File: src/rtl/md_pkg.sv
// md_pkg: shared definitions for the multiply/divide sequencer.
// Holds the opcode/function encodings used by the engine, the operation
// class and FSM state encodings, and the fixed result words returned for
// divide-by-zero and timeout aborts.
package md_pkg;

    // Register-register opcode and the multiply/divide function codes under it
    localparam logic [8:0] OP_RR   = 9'h033;
    localparam logic [3:0] FN_MUL  = 4'h8;
    localparam logic [3:0] FN_MULS = 4'h9;
    localparam logic [3:0] FN_DIV  = 4'hA;
    localparam logic [3:0] FN_DIVS = 4'hB;
    localparam logic [3:0] FN_MOD  = 4'hC;
    localparam logic [3:0] FN_MODS = 4'hD;

    // Fixed result words
    localparam logic [31:0] DBZ_Q    = 32'hFFFF_FFFF;
    localparam logic [31:0] TMO_DATA = 32'hDEAD_DEAD;

    typedef enum logic [2:0] {
        CL_MUL     = 3'd0,
        CL_MULS    = 3'd1,
        CL_DIV     = 3'd2,
        CL_DIVS    = 3'd3,
        CL_MOD     = 3'd4,
        CL_MODS    = 3'd5,
        CL_ILLEGAL = 3'd7
    } op_class_e;

    typedef enum logic [2:0] {
        ST_IDLE   = 3'd0,
        ST_LAUNCH = 3'd1,
        ST_WAIT   = 3'd2,
        ST_WB     = 3'd3,
        ST_DRAIN  = 3'd4
    } md_state_e;

    function automatic logic cls_is_div(op_class_e c);
        return (c == CL_DIV) || (c == CL_DIVS);
    endfunction

    function automatic logic cls_is_mod(op_class_e c);
        return (c == CL_MOD) || (c == CL_MODS);
    endfunction

    function automatic logic cls_is_divmod(op_class_e c);
        return cls_is_div(c) || cls_is_mod(c);
    endfunction

endpackage

File: src/rtl/md_classify.sv
// md_classify: combinational opcode/function -> operation class decoder.
// Shared between the sequencer and the execute-stage hazard logic so both
// agree on which instructions occupy the multiplier/divider.
module md_classify
    import md_pkg::*;
(
    input  logic [8:0] op,
    input  logic [3:0] fn,
    output op_class_e  cls
);

    // Anything outside the RR multiply/divide group is reported as illegal
    always_comb begin
        cls = CL_ILLEGAL;
        if (op == OP_RR) begin
            case (fn)
                FN_MUL:  cls = CL_MUL;
                FN_MULS: cls = CL_MULS;
                FN_DIV:  cls = CL_DIV;
                FN_DIVS: cls = CL_DIVS;
                FN_MOD:  cls = CL_MOD;
                FN_MODS: cls = CL_MODS;
                default: cls = CL_ILLEGAL;
            endcase
        end
    end

endmodule

File: src/rtl/md_seq.sv
// md_seq: CPU-side initiator for the 32-bit multiplier/divider engine.
// Accepts one request from execute, launches the engine with a one-cycle
// md_ld pulse, waits for md_done, and holds the selected result on the
// writeback port until acknowledged. Divide-by-zero and illegal ops are
// answered without touching the engine; flush while the engine runs drains
// it silently; a stuck engine is abandoned after TIMEOUT cycles.
// Optional feature: define MD_MULH_EN to return md_p[63:32] for multiplies
// requested with req_hi=1 (otherwise the low half is always returned).
module md_seq
    import md_pkg::*;
#(
    parameter int TIMEOUT = 40,
    parameter int TGT_W   = 4
) (
    input  logic             clk,
    input  logic             rst_n,
    input  logic             req,
    input  logic [8:0]       req_op,
    input  logic [3:0]       req_fn,
    input  logic [31:0]      req_a,
    input  logic [31:0]      req_b,
    input  logic [TGT_W-1:0] req_tgt,
    input  logic             req_hi,
    output logic             ready,
    input  logic             flush,
    output logic             md_ld,
    output logic [8:0]       md_op,
    output logic [3:0]       md_fn,
    output logic [31:0]      md_a,
    output logic [31:0]      md_b,
    input  logic [63:0]      md_p,
    input  logic [31:0]      md_q,
    input  logic [31:0]      md_r,
    input  logic             md_done,
    output logic             wb_vld,
    output logic [TGT_W-1:0] wb_tgt,
    output logic [31:0]      wb_data,
    input  logic             wb_ack,
    output logic             dbz,
    output logic             tmo
);

    localparam int              CNT_W    = (TIMEOUT > 1) ? $clog2(TIMEOUT) : 1;
    localparam logic [CNT_W-1:0] CNT_LAST = CNT_W'(TIMEOUT - 1);

    md_state_e        state;
    op_class_e        req_cls;
    op_class_e        cls_q;
    logic             hi_q;
    logic             guard;
    logic [CNT_W-1:0] cnt;
    logic             mulh_sel;

    md_classify u_classify (
        .op  (req_op),
        .fn  (req_fn),
        .cls (req_cls)
    );

`ifdef MD_MULH_EN
    assign mulh_sel = hi_q;
`else
    // Upper product half is never returned in this build
    logic unused_mulh;
    assign mulh_sel    = 1'b0;
    assign unused_mulh = hi_q;
`endif

    // Architectural result for the operation class that completed
    function automatic logic [31:0] sel_result(
        input op_class_e   c,
        input logic        hi,
        input logic [63:0] p,
        input logic [31:0] q,
        input logic [31:0] r
    );
        logic [31:0] res;
        case (c)
            CL_MUL, CL_MULS: res = hi ? p[63:32] : p[31:0];
            CL_DIV, CL_DIVS: res = q;
            CL_MOD, CL_MODS: res = r;
            default:         res = '0;
        endcase
        return res;
    endfunction

    // Sequencer FSM with all outputs registered
    always_ff @(posedge clk) begin
        if (!rst_n) begin
            state   <= ST_IDLE;
            ready   <= 1'b1;
            md_ld   <= 1'b0;
            wb_vld  <= 1'b0;
            dbz     <= 1'b0;
            tmo     <= 1'b0;
            wb_data <= '0;
            wb_tgt  <= '0;
            md_op   <= '0;
            md_fn   <= '0;
            md_a    <= '0;
            md_b    <= '0;
            cls_q   <= CL_ILLEGAL;
            hi_q    <= 1'b0;
            guard   <= 1'b0;
            cnt     <= '0;
        end else begin
            md_ld <= 1'b0;
            dbz   <= 1'b0;
            tmo   <= 1'b0;
            case (state)
                ST_IDLE: begin
                    // flush in the same cycle blocks acceptance
                    if (req && !flush) begin
                        md_op  <= req_op;
                        md_fn  <= req_fn;
                        md_a   <= req_a;
                        md_b   <= req_b;
                        wb_tgt <= req_tgt;
                        cls_q  <= req_cls;
                        hi_q   <= req_hi;
                        ready  <= 1'b0;
                        if (req_cls == CL_ILLEGAL) begin
                            state   <= ST_WB;
                            wb_vld  <= 1'b1;
                            wb_data <= '0;
                        end else if (cls_is_divmod(req_cls) && (req_b == '0)) begin
                            state   <= ST_WB;
                            wb_vld  <= 1'b1;
                            dbz     <= 1'b1;
                            wb_data <= cls_is_div(req_cls) ? DBZ_Q : req_a;
                        end else begin
                            state <= ST_LAUNCH;
                            md_ld <= 1'b1;
                        end
                    end
                end

                ST_LAUNCH: begin
                    // engine already loaded this cycle; it cannot be cancelled
                    cnt   <= '0;
                    guard <= 1'b1;
                    state <= flush ? ST_DRAIN : ST_WAIT;
                end

                ST_WAIT: begin
                    // md_done may still be stale in the first cycle after md_ld
                    guard <= 1'b0;
                    if (flush) begin
                        state <= ST_DRAIN;
                    end else if (md_done && !guard) begin
                        state   <= ST_WB;
                        wb_vld  <= 1'b1;
                        wb_data <= sel_result(cls_q, mulh_sel, md_p, md_q, md_r);
                    end else if (cnt == CNT_LAST) begin
                        state   <= ST_WB;
                        wb_vld  <= 1'b1;
                        wb_data <= TMO_DATA;
                        tmo     <= 1'b1;
                    end else begin
                        cnt <= cnt + 1'b1;
                    end
                end

                ST_WB: begin
                    if (flush || wb_ack) begin
                        state  <= ST_IDLE;
                        wb_vld <= 1'b0;
                        ready  <= 1'b1;
                    end
                end

                ST_DRAIN: begin
                    // no writeback and no tmo pulse on this path
                    guard <= 1'b0;
                    if ((md_done && !guard) || (cnt == CNT_LAST)) begin
                        state <= ST_IDLE;
                        ready <= 1'b1;
                    end else begin
                        cnt <= cnt + 1'b1;
                    end
                end

                default: begin
                    state  <= ST_IDLE;
                    ready  <= 1'b1;
                    wb_vld <= 1'b0;
                end
            endcase
        end
    end

endmodule

File: config.mk
export PLATFORM = sky130hd
export DESIGN_NAME = md_seq
export DESIGN_NICKNAME = d
export VERILOG_FILES = /design/src/rtl/md_pkg.sv /design/src/rtl/md_classify.sv /design/src/rtl/md_seq.sv
export SDC_FILE = /design/constraint.sdc
export NUM_CORES = 1
export LEC_CHECK = 0
export ABC_AREA = 1
export CAP_MARGIN = 20
export CORE_ASPECT_RATIO = 1.25
export CORE_MARGIN = 5
export CORE_UTILIZATION = 40
export DETAILED_ROUTE_END_ITERATION = 16
export PLACE_DENSITY = 0.89
export SLEW_MARGIN = 20
export SYNTH_ARGS = -nofsm -noshare
export SYNTH_HDL_FRONTEND = slang
export SYNTH_SLANG_ARGS = --single-unit
File: constraint.sdc
create_clock -name clk -period 2.8 [get_ports clk]
set_input_delay 0.42 -clock clk [delete_from_list [all_inputs] [get_ports clk]]
set_output_delay 0.42 -clock clk [all_outputs]
set_load 0.02 [all_outputs]
==> summary.md <==
| Metric | Value |
|---|---|
| R2R Path End | `md_a[2]` |
| Initial Util | `0.404` |
| CTS tree | `done` |
| Layout overhead on the synthesized area | `59.8%` |
| Remaining DRCs | `0` |
| Ys Warns | `0` |
| Power Internal | `roughly 5.2 mW` |
| Global-route wire length before repair | `35200 µm` |
| Final Power | `8.43 mW` |
| Final min period | `2.05 ns` |
| Post-synthesis async set-or-reset flop share | `0` |
| Share of cells above drive strength 1 | `0.0591` |
| Ordered cell list for the critical path | `clkdlybuf4s50_1 > inv_2 > nor2_1 > inv_2 > a21oi_4 > inv_2 > nor2_8 > o21ai_1 > nand2_1 > nor2_1 > nor2_1` |
| Status | `finished clean` |
| Hold Crit Class | `in -> reg` |
| Sw Ratio | `0.381` |
| Slew HR | `0.583` |
| Endpoints failing setup | `0` |
| H-tree levels | `4` |
| # IOs | `334` |
| Most used DFF post-synth | `dfxtp_1` |
| 1st-iter DRT viols | `427` |
| R2R setup slack | `0.87 ns` |
| Worst path slowest cell | `clkdlybuf4s50_1` |
| Initial antenna violation count | `0` |
| Critical-path maximum fanout | `32` |
| Non-Filler Instances | `1481` |
| GRT Residual Overflow | `0` |
| Via/cell ratio | `4.93` |
| Critical R2R Launch | `state[0]` |
| Synth top cells by count | `257 x nor2_1, 243 x nand2_1, 130 x dfxtp_1` |
| Critical Path AT | `approximately 2.4 ns` |
| Post-synthesis sequential area ratio | `0.415` |
| Hold Path Stages | `2` |
| Avg Cell Area, Syn | `between 6 and 7 µm²` |
| Core Util, Final | `0.646` |
| Pre-antenna DRT Iters | `4` |
| Synthesized Nets | `1195` |
| Clock tree sinks | `between 100 and 150` |
| Setup TNS Final | `0 ns` |
| Number of global-route vias before repair | `7013` |
| Power Dens Cells | `approximately 840 nW/µm²` |
| Die area | `18300 µm²` |
| Yosys top cell area share | `0.415` |
| Slew at the pin closest to its max-slew limit | `0.624 ns` |
| Top cell type by total area after synthesis | `dfxtp_1` |
| Die width | `122 µm` |
| Clock share of power | `0.265` |
| Die height | `150 µm` |
| Leakage | `4.25 nW` |
| Post-synth EDFFs | `0` |
| Critical path startpoint category | `input port` |
| Clk pin slew, worst setup/hold paths | `~0.060 ns` |
| Total CTS buffers | `17` |
| Final worst slack | `0.750 ns` |
| Root Driver | `clkbuf_16` |
| Final Hold Vio Count | `0` |
| Pin count of the biggest net entering global routing | `about 60` |
| Nets | `1474` |
| Via Count | `7296` |
| Post-Syn Area | `6270 µm²` |
| Met1 wire length | `8780 µm` |
| Drt total wl | `23200 µm` |
| Drt wl/cell | `15.7 µm` |
| IO Port Bufs | `300` |
| Peak Freq | `between 0.4 and 0.5 GHz` |
| WP buf/inv | `4` |
| Count of pins over their slew limit | `0` |
| FF+latch count, synth | `130` |
| Hold EP | `ready` |
| Top-count cell post-synth | `nor2_1` |
| Cells on worst reg2reg path | `9` |
| GPL Wtd Cong | `between 0.8 and 0.9` |
| NetSw | `3.21 mW` |
| Combinational power share | `0.431` |
| Post-synth cell types | `34` |
| Worst hold start | `rst_n` |
| Row count | `between 50 and 60` |
| Diode count | `0` |
| Seq pwr share | `0.303` |
| Crit-path leading delay family | `simple AND/OR/NAND/NOR gates` |
| Post-route antenna net violation count | `0` |
| Post-CTS setup buffer count | `0` |
| CP peak stage delay | `about 0.47 ns` |
| Met3 WL | `2080 µm` |
| Top Layer Used | `met4` |
| Clock Skews | `0.00937 ns` |
| Detail Route met2 WL | `11500 µm` |
| Final period util | `0.732` |
| CP Class | `in -> reg` |
| Worst slack, placed | `0.335 ns` |
| Clock Latency Late Sink | `roughly 0.4 ns` |
| Total GRT Usage | `0.246` |
| Hpwl dp | `around 17000 µm` |
| Post-CTS Resized | `0` |
| Cell count after synthesis | `between 900 and 1k` |
| Required time of the critical path | `between 3 and 4 ns` |
| Clk buf depth | `2` |
| Max-Cap Viols | `0` |
| Worst vdd ir | `0.433 mV` |
| RSZ-0062 raised after global routing | `false` |
| Cells after DPL | `1450` |
| Hold-fix buffer count after cts | `0` |
| Top post-synthesis cells by area | `dfxtp_1 42%, nor2_1 15%, nand2_1 15%` |
| CP endpoint kind | `flip-flop` |
| Core Area | `15500 µm²` |
[power by group through the flow]
stage               clock (mW)  combinational, mW  sequential, mW
floorplan                    0               1.56            3.07
global placement             0               3.54            2.56
detailed placement           0               3.61            2.59
CTS                       2.28               3.64            2.56
global route              2.36               3.97            2.61
finish                    2.24               3.64            2.56
[registers in the layout, indices dropped and copies added (netlist names), 2 cells and up]
register and flops:
md_a 32, md_b 32, wb_data 32, md_op 9
cnt 6, md_fn 4, wb_tgt 4, state 3
cls_q 2
[cells by family (layout without fill, tap and decap cells)]
family,after synthesis,in the layout,synth area share
and+or+nand+nor,563,563,0.363
AOI/OAI and AO/OA,162,162,0.134
DFF,130,130,0.415
buffers and inverters,121,412,0.0840
adders and majority gates,1,1,0.00200
xor gates and xnor gates,1,1,0.00140
[cell usage in the layout (no fill, tap or decap), drive strengths merged, types with 4 or more instances in the layout]
master / instances
a21oi: 12
buf: 17
clkbuf: 20
clkdlybuf4s50: 299
dfxtp: 130
inv: 68
nand2: 244
nand3: 42
nand4: 4
nor2: 263
nor3: 6
o21ai: 146
[metrics by stage]
| step | area (µm²) | hold slack, ns |
|---|---|---|
| 2_1_floorplan | 6270 | 0.441 |
| 3_3_place_gp | 9420 | 0.458 |
| 3_5_place_dp | 9420 | 0.465 |
| 4_1_cts | 10000 | 0.425 |
| 5_1_grt | 10000 | 0.454 |
| 6_report | 10000 | 0.445 |
[cell type report]
class                           count  area [µm²]
Clock buffer                       20         467
Clock inverter                     11         128
Fill cell                        1354        5490
Inverter                           65         244
Multi-Input combinational cell    727        3150
Sequential cell                   130        2600
Tap cell                          212         265
Timing Repair Buffer              316        3160
[routing by layer]
metal,track usage,up-vias
met5,0,-
met4,0.113,0
met3,0.0673,54
met2,0.435,328
met1,0.272,3280
li1,-,3634
[worst max-delay path by stage]
stage	start	depth (start not counted)	end	slack, ns
3_5_place_dp	req_fn[3]	11	wb_data[5]	0.34
2_1_floorplan	req_op[7]	11	wb_data[24]	1.23
5_1_grt	req_fn[3]	11	wb_data[5]	0.58
3_3_place_gp	req_fn[3]	11	wb_data[1]	0.39
4_1_cts	req_fn[3]	11	wb_data[19]	0.74
6_report	req_fn[3]	11	wb_data[16]	0.75
No activity file was read; power rests on OpenSTA's default activity.
